**src/rtl/ps2_host_tx.sv**
```systemverilog
// rtl/ps2_host_tx.sv - PS/2 host-to-device command transmitter
// Runs request-to-send, shifts start/data/parity/stop on device clock falls, checks the ack bit.
module ps2_host_tx #(
   parameter int INHIBIT_CYCLES = 5000,
   parameter int TIMEOUT_CYCLES = 750000
) (
   input  logic       clock50,
   input  logic       reset_n,
   input  logic [7:0] tx_data,
   input  logic       tx_start,
   output logic       tx_busy,
   output logic       tx_done,
   output logic       tx_error,
   input  logic       ps2_clk_i,
   input  logic       ps2_dat_i,
   output logic       ps2_clk_oe,
   output logic       ps2_dat_oe
);

   localparam int MAX_CYC = (INHIBIT_CYCLES > TIMEOUT_CYCLES) ? INHIBIT_CYCLES : TIMEOUT_CYCLES;
   localparam int CW      = $clog2(MAX_CYC + 1);
   localparam logic [CW-1:0] INH_LAST = CW'(INHIBIT_CYCLES - 1);
   localparam logic [CW-1:0] TO_LAST  = CW'(TIMEOUT_CYCLES - 1);

   typedef enum logic [2:0] {
      S_IDLE, S_INHIBIT, S_RTS, S_SHIFT, S_ACK, S_WAITIDLE, S_DONE
   } state_t;

   state_t        r_state;
   logic          r_clk_s1, r_clk_s2, r_clk_h;
   logic          r_dat_s1, r_dat_s2;
   logic [8:0]    r_sh;
   logic [3:0]    r_n;
   logic [CW-1:0] r_cnt;
   logic          r_err;
   logic          w_fall;

   // Synchronisers reset to the idle-high bus level so reset never fakes a falling edge.
   always_ff @(posedge clock50 or negedge reset_n) begin
      if (!reset_n) begin
         r_clk_s1 <= 1'b1;
         r_clk_s2 <= 1'b1;
         r_clk_h  <= 1'b1;
         r_dat_s1 <= 1'b1;
         r_dat_s2 <= 1'b1;
      end else begin
         r_clk_s1 <= ps2_clk_i;
         r_clk_s2 <= r_clk_s1;
         r_clk_h  <= r_clk_s2;
         r_dat_s1 <= ps2_dat_i;
         r_dat_s2 <= r_dat_s1;
      end
   end

   assign w_fall = r_clk_h & ~r_clk_s2;

   always_ff @(posedge clock50 or negedge reset_n) begin
      if (!reset_n) begin
         r_state    <= S_IDLE;
         r_sh       <= '0;
         r_n        <= '0;
         r_cnt      <= '0;
         r_err      <= 1'b0;
         tx_busy    <= 1'b0;
         tx_done    <= 1'b0;
         tx_error   <= 1'b0;
         ps2_clk_oe <= 1'b0;
         ps2_dat_oe <= 1'b0;
      end else begin
         tx_done  <= 1'b0;
         tx_error <= 1'b0;
         case (r_state)
            S_IDLE: begin
               if (tx_start) begin
                  r_sh       <= {~^tx_data, tx_data};
                  r_n        <= '0;
                  r_cnt      <= '0;
                  r_err      <= 1'b0;
                  tx_busy    <= 1'b1;
                  ps2_clk_oe <= 1'b1;
                  r_state    <= S_INHIBIT;
               end
            end
            S_INHIBIT: begin
               if (r_cnt == INH_LAST) begin
                  r_cnt      <= '0;
                  ps2_dat_oe <= 1'b1;
                  r_state    <= S_RTS;
               end else begin
                  r_cnt <= r_cnt + 1'b1;
               end
            end
            S_RTS: begin
               ps2_clk_oe <= 1'b0;
               r_n        <= '0;
               r_cnt      <= '0;
               r_state    <= S_SHIFT;
            end
            S_SHIFT, S_ACK, S_WAITIDLE: begin
               if (w_fall) r_cnt <= '0;
               else        r_cnt <= r_cnt + 1'b1;

               if (r_state == S_SHIFT && w_fall) begin
                  r_n <= r_n + 4'd1;
                  if (r_n == 4'd9) begin
                     ps2_dat_oe <= 1'b0;
                     r_state    <= S_ACK;
                  end else begin
                     ps2_dat_oe <= ~r_sh[0];
                     r_sh       <= {1'b0, r_sh[8:1]};
                  end
               end
               if (r_state == S_ACK && w_fall) begin
                  r_err   <= r_dat_s2;
                  r_state <= S_WAITIDLE;
               end
               if (r_state == S_WAITIDLE && r_clk_s2 && r_dat_s2) begin
                  tx_done  <= 1'b1;
                  tx_error <= r_err;
                  tx_busy  <= 1'b0;
                  r_state  <= S_DONE;
               end
               // Device went silent: abandon the transfer and free the bus.
               if (!w_fall && r_cnt == TO_LAST) begin
                  r_err      <= 1'b1;
                  ps2_clk_oe <= 1'b0;
                  ps2_dat_oe <= 1'b0;
                  tx_done    <= 1'b1;
                  tx_error   <= 1'b1;
                  tx_busy    <= 1'b0;
                  r_state    <= S_DONE;
               end
            end
            S_DONE: begin
               r_state <= S_IDLE;
            end
            default: r_state <= S_IDLE;
         endcase
      end
   end

endmodule

```
**config.mk**
```make
export PLATFORM = sky130hd
export DESIGN_NAME = ps2_host_tx
export DESIGN_NICKNAME = d
export VERILOG_FILES = /design/src/rtl/ps2_host_tx.sv
export SDC_FILE = /design/constraint.sdc
export NUM_CORES = 1
export LEC_CHECK = 0
export ABC_AREA = 1
export ABC_CLOCK_PERIOD_IN_PS = 2700
export CORE_ASPECT_RATIO = 0.75
export CORE_MARGIN = 2
export CORE_UTILIZATION = 64
export DETAILED_ROUTE_END_ITERATION = 12
export PLACE_DENSITY = 0.93
export SYNTH_ARGS = -nofsm -noshare
export SYNTH_HDL_FRONTEND = slang
export SYNTH_SLANG_ARGS = --single-unit
```
**constraint.sdc**
```tcl
create_clock -name clock50 -period 2.7 [get_ports clock50]
set_input_delay 0.54 -clock clock50 [delete_from_list [all_inputs] [get_ports clock50]]
set_output_delay 0.54 -clock clock50 [all_outputs]
set_load 0.1 [all_outputs]
```
==> flow_summary.ini <==
[status]
status = complete, no violations

[min_path]
hold_path.class = primary input to async pin

[die]
start_util = 0.686
core_area_sq_um = 4150
die_h_microns = 61.8
die-area_sq_um = 5010
num_rows = 20
ios = 18
fp.dieW_microns = 81.0

[clock_network]
cts.reportedPaths.clkPinSlew_ns = 0.09
cts_made_buffers = 5
post-cts-setup-buffer-count = 0
cts-resized-gates = 0
clockRootBuffer = clkbuf_8
clock_path_buffers = 2
cts_sinks = 47
cts_max_level = 2
cts_tree = done
cts_hold_buf = 0
clock_latency_ns = 0.30

[place]
port_buffers = 17
hpwlAfterDp_mm = 4.94
place.gp.congestion = 0.967

[global_route]
grt_pass1_wl_mm = 11.0
grt.overflow.total = 0
grt_antenna_before_repair = 0
grt_pass1_vias = 2408
track_usage = 0.296
grt_max_degree = 24

[timing]
maxSlewHeadroom = 0.560
rsz0062_at_grt = false
setup_tns_ns = 0
finClkSkew_ns = 0.00490
hold_viol_final = 0
max_freq_mhz = 461
worstMarginPinSlew_ns = 0.658
drv_slew = 0
setup_viol = 0
period_share = 0.804
timing.final.crit_period_ns = 2.17

[final_layout]
fillers = 312
drive_gt1_frac = 0.108
diodes = 0
syn2layout_area_growth_pct = 9.66
nNetsFinal = 415

[yosys]
synth_most_common_cell = nand2_1
synth_flop_cell = dfrtp_1
synth_seq_area_share = 0.415
ys_ff_latch = 47
async_flop_share = 1.00
syn_area_sq_um = 2850
ys_types = 38
syn_nets = 395
synth_edf_count = 0
syn_avg_cell_area_sq_um = 7.52
ys_top_cells_by_count = nand2_1, nor2_1, dfrtp_1, inv_1, nand3_1
synth_top_area_frac = 0.369
synthTopCellsByArea = dfrtp_1, nand2_1, nor2_1
yosys.area.top_type = dfrtp_1
syn_inst = 379
yosysWarnings = 0

[setup_path]
critPathMaxFanout = 23
critical_path_required_ns = 2.90
cp.arrival_ns = 2.37
crit_top_cell = nand2_2
cp_slowest_cell = o21ai_4
path_class = flop to flop
crit_path_start_kind = flop
critPathCaptureType = flop
path_cells = inv_2, o21ai_4, inv_4, nand2_2, nand2_2, nor2_8, o21ai_0, o21a_1
max_stage_delay_ns = 0.56

[routing]
wl_per_cell_microns = 14.7
ant_nets = 0
drt-vias-per-instance = 5.81
drt_first_iter_violations = 349
drc = 0
drt-pass1-iter-count = 6
vias = 2642
routed_wl_mm = 6.67

[pwr]
p_int_mw = 1.50
power_frac_clock = 0.167
peakVddDrop_uv = 564
p_per_area_nw_per_um2 = 900
p_switching_mw = 1.31
total_power_mw = 2.81
pwr-share-seq = 0.350
comb_power_share = 0.483
p_leak_nw = 1.45
switching_share = 0.467

[flow_run]
maxCapViolCount = 0
final timing paths:
path / startpoint / cells past startpoint / end / slack (ns)
max in group asynchronous: reset_n / 2 / r_clk_s1 / 2.03
max: r_state[2] / 8 / r_sh[2] / 0.53
min in group clock50: r_dat_s1 / 0 / r_dat_s2 / 0.36
max reg2reg: r_state[2] / 8 / r_sh[2] / 0.53
min: reset_n / 1 / r_sh[3] / 0.09
min reg2reg: r_dat_s1 / 0 / r_dat_s2 / 0.36
cell usage in the layout (no fill, tap or decap), types with 8 or more instances in the layout:
master and instances:
inv_1 42, nand2_1 85, dfrtp_1 42, nand3_1 31, o21ai_0 15, nand4_1 9, xor2_1 8, nor2_1 68
xnor2_1 9, clkdlybuf4s50_1 11
power groups by stage:
stage          logic (mW)  registers [mW]  clock network (mW)
2_1_floorplan       0.995            1.13                   0
4_1_cts              1.34           0.979               0.474
6_report             1.36           0.984               0.468
3_5_place_dp         1.34           0.990                   0
3_3_place_gp         1.29           0.982                   0
5_1_grt              1.50            1.00               0.503
per-layer routing:
| layer | share of wire | GRT usage | vias up |
|---|---|---|---|
| li1 | - | - | 1250 |
| met1 | 0.46 | 0.413 | 1212 |
| met4 | 0.020 | 0.104 | 0 |
| met3 | 0.099 | 0.0882 | 23 |
| met2 | 0.42 | 0.445 | 157 |
| met5 | 0 | 0 | - |
sequential cells by signal (all words and copies together) (netlist names):
register    flops
ps2_clk_oe      1
ps2_dat_oe      1
r_clk_h         1
r_clk_s1        1
r_clk_s2        1
r_cnt          20
r_dat_s1        1
r_dat_s2        1
r_err           1
r_n             4
r_sh            9
r_state         3
tx_busy         1
tx_done         1
tx_error        1
worst max-delay path: cells and delay by family, from the launching register on:
family | cells | cell delay (ns)
simple gates | 3 | 0.42
compound gates | 3 | 0.84
flops | 1 | 0.49
buf+inv | 2 | 0.31
metrics by stage:
| stage | cell area [sq um] | instances | hold WS, ns | worst slack (ns) | utilization |
|---|---|---|---|---|---|
| after CTS | 3120 | 455 | 0.0866 | 0.568 | 0.752 |
| after global routing | 3120 | 455 | 0.0942 | 0.361 | 0.752 |
| after global placement | 3020 | 447 | 0.352 | 0.625 | 0.728 |
| final | 3120 | 455 | 0.0880 | 0.530 | 0.752 |
| after detailed placement | 3020 | 447 | 0.347 | 0.581 | 0.728 |
| after floorplan | 2850 | 379 | 0.244 | 1.10 | - |
final cells by class:
type                       count  area, sq um  share of cell area
clock buffer                   8          100              0.0320
tap                           55         68.8              0.0220
multi-input combinational    279         1430               0.457
sequential                    47         1180               0.378
inverter                      47          179              0.0573
timing repair buffer          19          168              0.0537
cells by family after synthesis:
family | share of synthesized area
and+or+nand+nor | 0.336
DFF | 0.415
xor gates and xnor gates | 0.0523
buffers and inverters | 0.0843
AOI/OAI and AO/OA | 0.0993
adders and majority gates | 0.0132
Power figures use the tool's default switching activity.
